**src/rtl/logic_op_arbiter_pkg.sv**
```systemverilog
// Shared types for the logic-op arbiter: opcode encoding and sequencer states.
// Package name logic_op_pkg is imported by the gate unit, the arbiter and the bench.
package logic_op_pkg;

  localparam int OP_W = 3;

  typedef enum logic [OP_W-1:0] {
    OP_AND   = 3'd0,
    OP_OR    = 3'd1,
    OP_NAND  = 3'd2,
    OP_NOR   = 3'd3,
    OP_XOR   = 3'd4,
    OP_XNOR  = 3'd5,
    OP_NOT_A = 3'd6,
    OP_NOT_B = 3'd7
  } op_t;

  typedef enum logic [1:0] {
    IDLE = 2'd0,
    EXEC = 2'd1,
    RESP = 2'd2
  } state_t;

endpackage

```
**src/rtl/logic_op_arbiter_if.sv**
```systemverilog
// Request/response bundle between client engines and the shared logic unit.
// Handshake: a beat transfers on a rising clk edge where valid and ready are both 1;
// valid never waits on ready, payload is held stable while valid is high and not yet accepted.
interface logic_op_arbiter_if #(
  parameter int NREQ = 4,
  parameter int W    = 8
);
  localparam int IDW = $clog2(NREQ);

  logic [NREQ-1:0]   req_valid;
  logic [NREQ-1:0]   req_ready;
  logic [NREQ*W-1:0] req_a;
  logic [NREQ*W-1:0] req_b;
  logic [NREQ*3-1:0] req_op;
  logic              rsp_valid;
  logic              rsp_ready;
  logic [W-1:0]      rsp_data;
  logic [IDW-1:0]    rsp_id;

  modport master (
    output req_valid, req_a, req_b, req_op, rsp_ready,
    input  req_ready, rsp_valid, rsp_data, rsp_id
  );

  modport slave (
    input  req_valid, req_a, req_b, req_op, rsp_ready,
    output req_ready, rsp_valid, rsp_data, rsp_id
  );

endinterface

```
**src/rtl/logic_op_arbiter_gate_unit.sv**
```systemverilog
// Purely combinational W-bit bitwise logic unit; the single home of opcode decode.
module logic_gate_unit
  import logic_op_pkg::*;
#(
  parameter int W = 8
) (
  input  logic [W-1:0] a,
  input  logic [W-1:0] b,
  input  op_t          op,
  output logic [W-1:0] y
);

  always_comb begin
    y = '0;
    case (op)
      OP_AND:   y = a & b;
      OP_OR:    y = a | b;
      OP_NAND:  y = ~(a & b);
      OP_NOR:   y = ~(a | b);
      OP_XOR:   y = a ^ b;
      OP_XNOR:  y = ~(a ^ b);
      OP_NOT_A: y = ~a;
      OP_NOT_B: y = ~b;
      default:  y = '0;
    endcase
  end

endmodule

```
**src/rtl/logic_op_arbiter.sv**
```systemverilog
// Arbitrates NREQ requesters onto one logic_gate_unit through an IDLE/EXEC/RESP sequencer.
// Build option LOGIC_ARB_FIXED_PRIO_EN: lowest index always wins (no round-robin pointer).
module logic_op_arbiter
  import logic_op_pkg::*;
#(
  parameter int NREQ = 4,
  parameter int W    = 8
) (
  input  logic                 clk,
  input  logic                 rst_n,
  logic_op_arbiter_if.slave    bus,
  output state_t               dbg_state
);

  localparam int IDW = $clog2(NREQ);

  state_t         state;
  state_t         state_nxt;
  logic           grant_any;
  logic [IDW-1:0] winner;
  logic           accept;

  logic [W-1:0]   lat_a;
  logic [W-1:0]   lat_b;
  op_t            lat_op;
  logic [IDW-1:0] lat_id;
  logic [W-1:0]   gate_y;
  logic [W-1:0]   rsp_data_q;
  logic [IDW-1:0] rsp_id_q;

`ifdef LOGIC_ARB_FIXED_PRIO_EN
  // Scan from the top down so the lowest valid index is the last (and final) assignment.
  always_comb begin
    grant_any = 1'b0;
    winner    = '0;
    for (int k = NREQ - 1; k >= 0; k--) begin
      if (bus.req_valid[k]) begin
        grant_any = 1'b1;
        winner    = IDW'(k);
      end
    end
  end
`else
  logic [IDW-1:0] ptr;

  always_comb begin
    grant_any = 1'b0;
    winner    = '0;
    for (int k = 0; k < NREQ; k++) begin
      if (!grant_any && bus.req_valid[(int'(ptr) + k) % NREQ]) begin
        grant_any = 1'b1;
        winner    = IDW'((int'(ptr) + k) % NREQ);
      end
    end
  end

  // Pointer moves only on an actual transfer, so a requester that gives up is never skipped over.
  always_ff @(posedge clk) begin
    if (!rst_n) begin
      ptr <= '0;
    end else if (accept) begin
      ptr <= (winner == IDW'(NREQ - 1)) ? '0 : winner + IDW'(1);
    end
  end
`endif

  assign accept = rst_n && (state == IDLE) && grant_any;

  // State register
  always_ff @(posedge clk) begin
    if (!rst_n) begin
      state <= IDLE;
    end else begin
      state <= state_nxt;
    end
  end

  // Next-state logic
  always_comb begin
    state_nxt = state;
    case (state)
      IDLE:    if (accept) state_nxt = EXEC;
      EXEC:    state_nxt = RESP;
      RESP:    if (bus.rsp_ready) state_nxt = IDLE;
      default: state_nxt = IDLE;
    endcase
  end

  // Output logic
  always_comb begin
    bus.req_ready = '0;
    if (accept) begin
      bus.req_ready[winner] = 1'b1;
    end
    bus.rsp_valid = (state == RESP);
  end

  always_ff @(posedge clk) begin
    if (!rst_n) begin
      lat_a      <= '0;
      lat_b      <= '0;
      lat_op     <= OP_AND;
      lat_id     <= '0;
      rsp_data_q <= '0;
      rsp_id_q   <= '0;
    end else begin
      if (accept) begin
        lat_a  <= bus.req_a[int'(winner) * W +: W];
        lat_b  <= bus.req_b[int'(winner) * W +: W];
        lat_op <= op_t'(bus.req_op[int'(winner) * OP_W +: OP_W]);
        lat_id <= winner;
      end
      if (state == EXEC) begin
        rsp_data_q <= gate_y;
        rsp_id_q   <= lat_id;
      end
    end
  end

  logic_gate_unit #(.W(W)) u_gate (
    .a  (lat_a),
    .b  (lat_b),
    .op (lat_op),
    .y  (gate_y)
  );

  assign bus.rsp_data = rsp_data_q;
  assign bus.rsp_id   = rsp_id_q;
  assign dbg_state    = state;

endmodule

```
**src/flat_wrapper.sv**
```systemverilog
// flat-port wrapper written by rule: the top's interface ports become plain ports
module logic_op_arbiter_flat import logic_op_pkg::*;
#(
  parameter int NREQ = 4,
  parameter int W    = 8
)
  (clk, rst_n, dbg_state, bus_req_valid, bus_req_a, bus_req_b, bus_req_op, bus_rsp_ready, bus_req_ready, bus_rsp_valid, bus_rsp_data, bus_rsp_id);
  logic_op_arbiter_if #(.NREQ(NREQ), .W(W)) bus_i ();
  input  logic clk;
  input  logic rst_n;
  output state_t dbg_state;
  input wire logic [$bits(bus_i.req_valid)-1:0] bus_req_valid;
  input wire logic [$bits(bus_i.req_a)-1:0] bus_req_a;
  input wire logic [$bits(bus_i.req_b)-1:0] bus_req_b;
  input wire logic [$bits(bus_i.req_op)-1:0] bus_req_op;
  input wire logic [$bits(bus_i.rsp_ready)-1:0] bus_rsp_ready;
  output wire logic [$bits(bus_i.req_ready)-1:0] bus_req_ready;
  output wire logic [$bits(bus_i.rsp_valid)-1:0] bus_rsp_valid;
  output wire logic [$bits(bus_i.rsp_data)-1:0] bus_rsp_data;
  output wire logic [$bits(bus_i.rsp_id)-1:0] bus_rsp_id;
  assign bus_i.req_valid = bus_req_valid;
  assign bus_i.req_a = bus_req_a;
  assign bus_i.req_b = bus_req_b;
  assign bus_i.req_op = bus_req_op;
  assign bus_i.rsp_ready = bus_rsp_ready;
  assign bus_req_ready = bus_i.req_ready;
  assign bus_rsp_valid = bus_i.rsp_valid;
  assign bus_rsp_data = bus_i.rsp_data;
  assign bus_rsp_id = bus_i.rsp_id;
  logic_op_arbiter #(.NREQ(NREQ), .W(W)) u_core (.clk(clk), .rst_n(rst_n), .bus(bus_i), .dbg_state(dbg_state));
endmodule
```
**config.mk**
```make
export PLATFORM = sky130hd
export DESIGN_NAME = logic_op_arbiter_flat
export DESIGN_NICKNAME = d
export VERILOG_FILES = /design/src/rtl/logic_op_arbiter_pkg.sv /design/src/rtl/logic_op_arbiter_if.sv /design/src/rtl/logic_op_arbiter_gate_unit.sv /design/src/rtl/logic_op_arbiter.sv /design/src/flat_wrapper.sv
export SDC_FILE = /design/constraint.sdc
export NUM_CORES = 1
export LEC_CHECK = 0
export ABC_AREA = 1
export ABC_CLOCK_PERIOD_IN_PS = 4700
export CAP_MARGIN = 20
export CORE_ASPECT_RATIO = 1.1
export CORE_MARGIN = 2
export CORE_UTILIZATION = 23
export CTS_CLUSTER_SIZE = 12
export DETAILED_ROUTE_END_ITERATION = 6
export PLACE_DENSITY_LB_ADDON = 0.15
export SKIP_CTS_REPAIR_TIMING = 1
export SYNTH_ARGS = -nofsm -noshare
export SYNTH_HDL_FRONTEND = slang
export SYNTH_HIERARCHICAL = 1
export SYNTH_SLANG_ARGS = --single-unit
```
**constraint.sdc**
```tcl
create_clock -name clk -period 4.7 [get_ports clk]
set_clock_uncertainty 0.15 [all_clocks]
set_input_delay 0.47 -clock clk [delete_from_list [all_inputs] [get_ports clk]]
set_output_delay 0.47 -clock clk [all_outputs]
set_load 0.02 [all_outputs]
```
==> impl_metrics.env <==
export IMPL_synthTopCellsByCount="nand2_1, inv_1, nand3_1, nor2_1, dfxtp_1"
export IMPL_seqPwrFrac_pct=18.6
export IMPL_die_w_um=125
export IMPL_htree_levels=2
export IMPL_clock_sinks=35
export IMPL_firstDrtPassIters=4
export IMPL_synth_edf_count=0
export IMPL_fin_nets=804
export IMPL_cts_tree="done"
export IMPL_arrival_ns=2.98
export IMPL_combinationalPowerShare_pct=70.2
export IMPL_grt_first_pass_wirelength_mm=18.4
export IMPL_synth_mux_area_share_pct=0
export IMPL_cts_root_buf="clkbuf_16"
export IMPL_die_area_um2=17300
export IMPL_synth_xor_area_share_pct=0
export IMPL_setup_viol_count_final=0
export IMPL_synth_cells=626
export IMPL_setup_tns_ns=0
export IMPL_synthFlopType="dfxtp_1"
export IMPL_hp_class="reg -> reg"
export IMPL_syn_num_nets=726
export IMPL_gp_congestion=0.805
export IMPL_critPathLaunchType="primary input"
export IMPL_drt_iter0_markers=269
export IMPL_period_needed_ns=3.60
export IMPL_endpoint_kind="output pin"
export IMPL_syn_area_um2=3730
export IMPL_placement_io_buffers=99
export IMPL_syn_area_per_cell_um2=5.96
export IMPL_hold_viol_final=0
export IMPL_worstMarginPinSlew_ns=0.566
export IMPL_ys_ff_latch=35
export IMPL_synthAdderAreaFrac_pct=5.70
export IMPL_drtAntennaViolNets=0
export IMPL_dieHeight_um=138
export IMPL_run_status="finished clean"
export IMPL_clkTransAtPathRegs_ns=0.05
export IMPL_synth_seq_area_share_pct=18.8
export IMPL_drv_cap=0
export IMPL_coreArea_um2=15800
export IMPL_seq_area_um2=701
export IMPL_synth_top_area_share_pct=18.8
export IMPL_grt_max_degree=40
export IMPL_placed_cell_area_um2=4740
export IMPL_cp_max_fo=33
export IMPL_synth_area_top_cells="dfxtp_1, nand2_1, nand3_1"
export IMPL_drive_above_1_share_pct=9.23
export IMPL_powerDensity_nw_per_um2=587
export IMPL_fin_util_pct=30.9
export IMPL_yosysTopAreaCell="dfxtp_1"
export IMPL_r2r_start="u_core/ptr[0]$_SDFFE_PN0P_"
export IMPL_leakage_nw=2.54
export IMPL_diodes=0
export IMPL_cp_required_ns=4.08
export IMPL_synthArstFlopShare_pct=0
export IMPL_num_rows=48
export IMPL_antenna_found_initial=0
export IMPL_synth_top_family_by_area="simple AND/OR/NAND/NOR gates"
export IMPL_start_util_pct=23.6
export IMPL_drv_slew=0
export IMPL_stdcell_area_um2=4890
export IMPL_insertion_delay_ns=0.27
export IMPL_drc=0
export IMPL_maxSlewHeadroom_pct=62.0
export IMPL_rsz0062_at_grt="false"
export IMPL_fillers=1766
export IMPL_finalCritPeriodShare_pct=76.5
export IMPL_grt_ovfl_total=0
export IMPL_dpl_hpwl_mm=8.44
export IMPL_cts_buffers=5
export IMPL_irDropWorstVdd_v=0.000332
export IMPL_critical_path_class="in -> out"
export IMPL_synth_compound_area_share_pct=2.65
export IMPL_yosys_area_share_simple_pct=52.0
export IMPL_via_per_inst=4.41
export IMPL_worstHoldStart="u_core/lat_id[0]$_SDFFE_PN0P_"
export IMPL_grt_usage_pct=12.7
export IMPL_p_int_mw=1.33
export IMPL_synth_most_common_cell="nand2_1"
export IMPL_clockPowerShare_pct=11.2
export IMPL_cts_buffer_depth=2
export IMPL_wl_per_cell_um=12.1
export IMPL_startpoint="rst_n"
export IMPL_yosys_warnings=6
export IMPL_floorplan_io_pins=100
export IMPL_area_growth_syn_to_layout_pct=31.0
export IMPL_via_count=3987
export IMPL_p_sw_share_pct=53.4
export IMPL_multi_input_area_um2=2250
export IMPL_synth_cell_types=29
export IMPL_wl_mm=11.0
export IMPL_fmax_mhz=278
export IMPL_grt_pass1_vias=3966
export IMPL_p_switching_mw=1.53
-- path summary, 6_finish.rpt --
check        cells after the start                            end  slack, ns
max                              9               bus_req_ready[2]       1.10
min                              2  u_core/lat_id[0]$_SDFFE_PN0P_       0.32
max reg2reg                     14   u_core/lat_a[3]$_SDFFE_PN0P_       2.10
min reg2reg                      2  u_core/lat_id[0]$_SDFFE_PN0P_       0.32
-- cells in the final DEF, fill, tap and decap left out, types with 3 or more instances in the layout --
cell type / netlist / final
inv_2: 6 / 6
nor2_1: 52 / 52
clkbuf_16: 0 / 5
buf_4: 8 / 9
clkdlybuf4s50_1: 0 / 99
dfxtp_1: 35 / 35
nand4_1: 33 / 33
ha_1: 17 / 17
inv_1: 120 / 120
nand2_2: 8 / 9
nand3_1: 95 / 95
nor2_2: 3 / 3
nand3b_1: 8 / 8
o21ai_0: 11 / 11
nand2_1: 161 / 160
nand3_2: 23 / 23
a21oi_1: 6 / 6
-- through the flow --
stage / power [mW] / setup slack (ns) / std cells / hold slack [ns]
2_1_floorplan: 2.14 / 2.30 / 626 / 0.287
4_1_cts: 2.91 / 1.06 / 904 / 0.317
3_3_place_gp: 2.54 / 1.13 / 897 / 0.313
6_report: 2.87 / 1.10 / 904 / 0.317
3_5_place_dp: 2.58 / 1.08 / 897 / 0.310
5_1_grt: 3.20 / 0.857 / 904 / 0.337
-- final cells by class --
| type | count | area share [%] |
|---|---|---|
| multi-input combinational | 427 | 46.1 |
| inverter | 127 | 9.86 |
| timing repair buffer | 108 | 21.7 |
| clock inverter | 1 | 0.102 |
| clock buffer | 6 | 2.84 |
| sequential | 35 | 14.3 |
| tap | 200 | 5.12 |
-- flip-flops by register name (all words and copies together), names as in the netlist --
name and flops:
u_core/bus.rsp_data 8, u_core/lat_a 8, u_core/lat_op 3, u_core/lat_id 2, u_core/dbg_state 2, u_core/ptr 2, u_core/bus.rsp_id 2, u_core/lat_b 8
-- logic make-up after synthesis --
kind of cell | after synthesis
flip-flops | 35
AND/OR/NAND/NOR | 391
buffers and inverters | 164
AO/OA/AOI/OAI | 19
adder cells (fa/ha/maj) | 17
-- power by group through the flow --
stage / Sequential [mW] / Combinational, mW / Clock (mW)
final: 0.534 / 2.01 / 0.321
after global routing: 0.552 / 2.31 / 0.342
after CTS: 0.537 / 2.04 / 0.330
after detailed placement: 0.542 / 2.03 / 0
after global placement: 0.540 / 2.00 / 0
after floorplan: 0.541 / 1.59 / 0
-- worst max-delay path: stages --
cell and delay (ns):
clkdlybuf4s50_1 0.46, buf_4 0.30, inv_1 0.12, nor3_1 0.46, nand2_8 0.21, nor2_2 0.19, inv_1 0.07, nor2_1 0.09
clkdlybuf4s50_1 0.61
-- metal layers --
| metal | wire length (um) | GRT usage [%] | up-vias |
|---|---|---|---|
| met5 | 0 | 0 | - |
| met4 | 180 | 4.14 | 0 |
| met3 | 491 | 1.86 | 10 |
| met2 | 5110 | 21.4 | 92 |
| met1 | 5170 | 16.7 | 1781 |
| li1 | - | - | 2104 |
No activity file was read; power rests on OpenSTA's default activity.
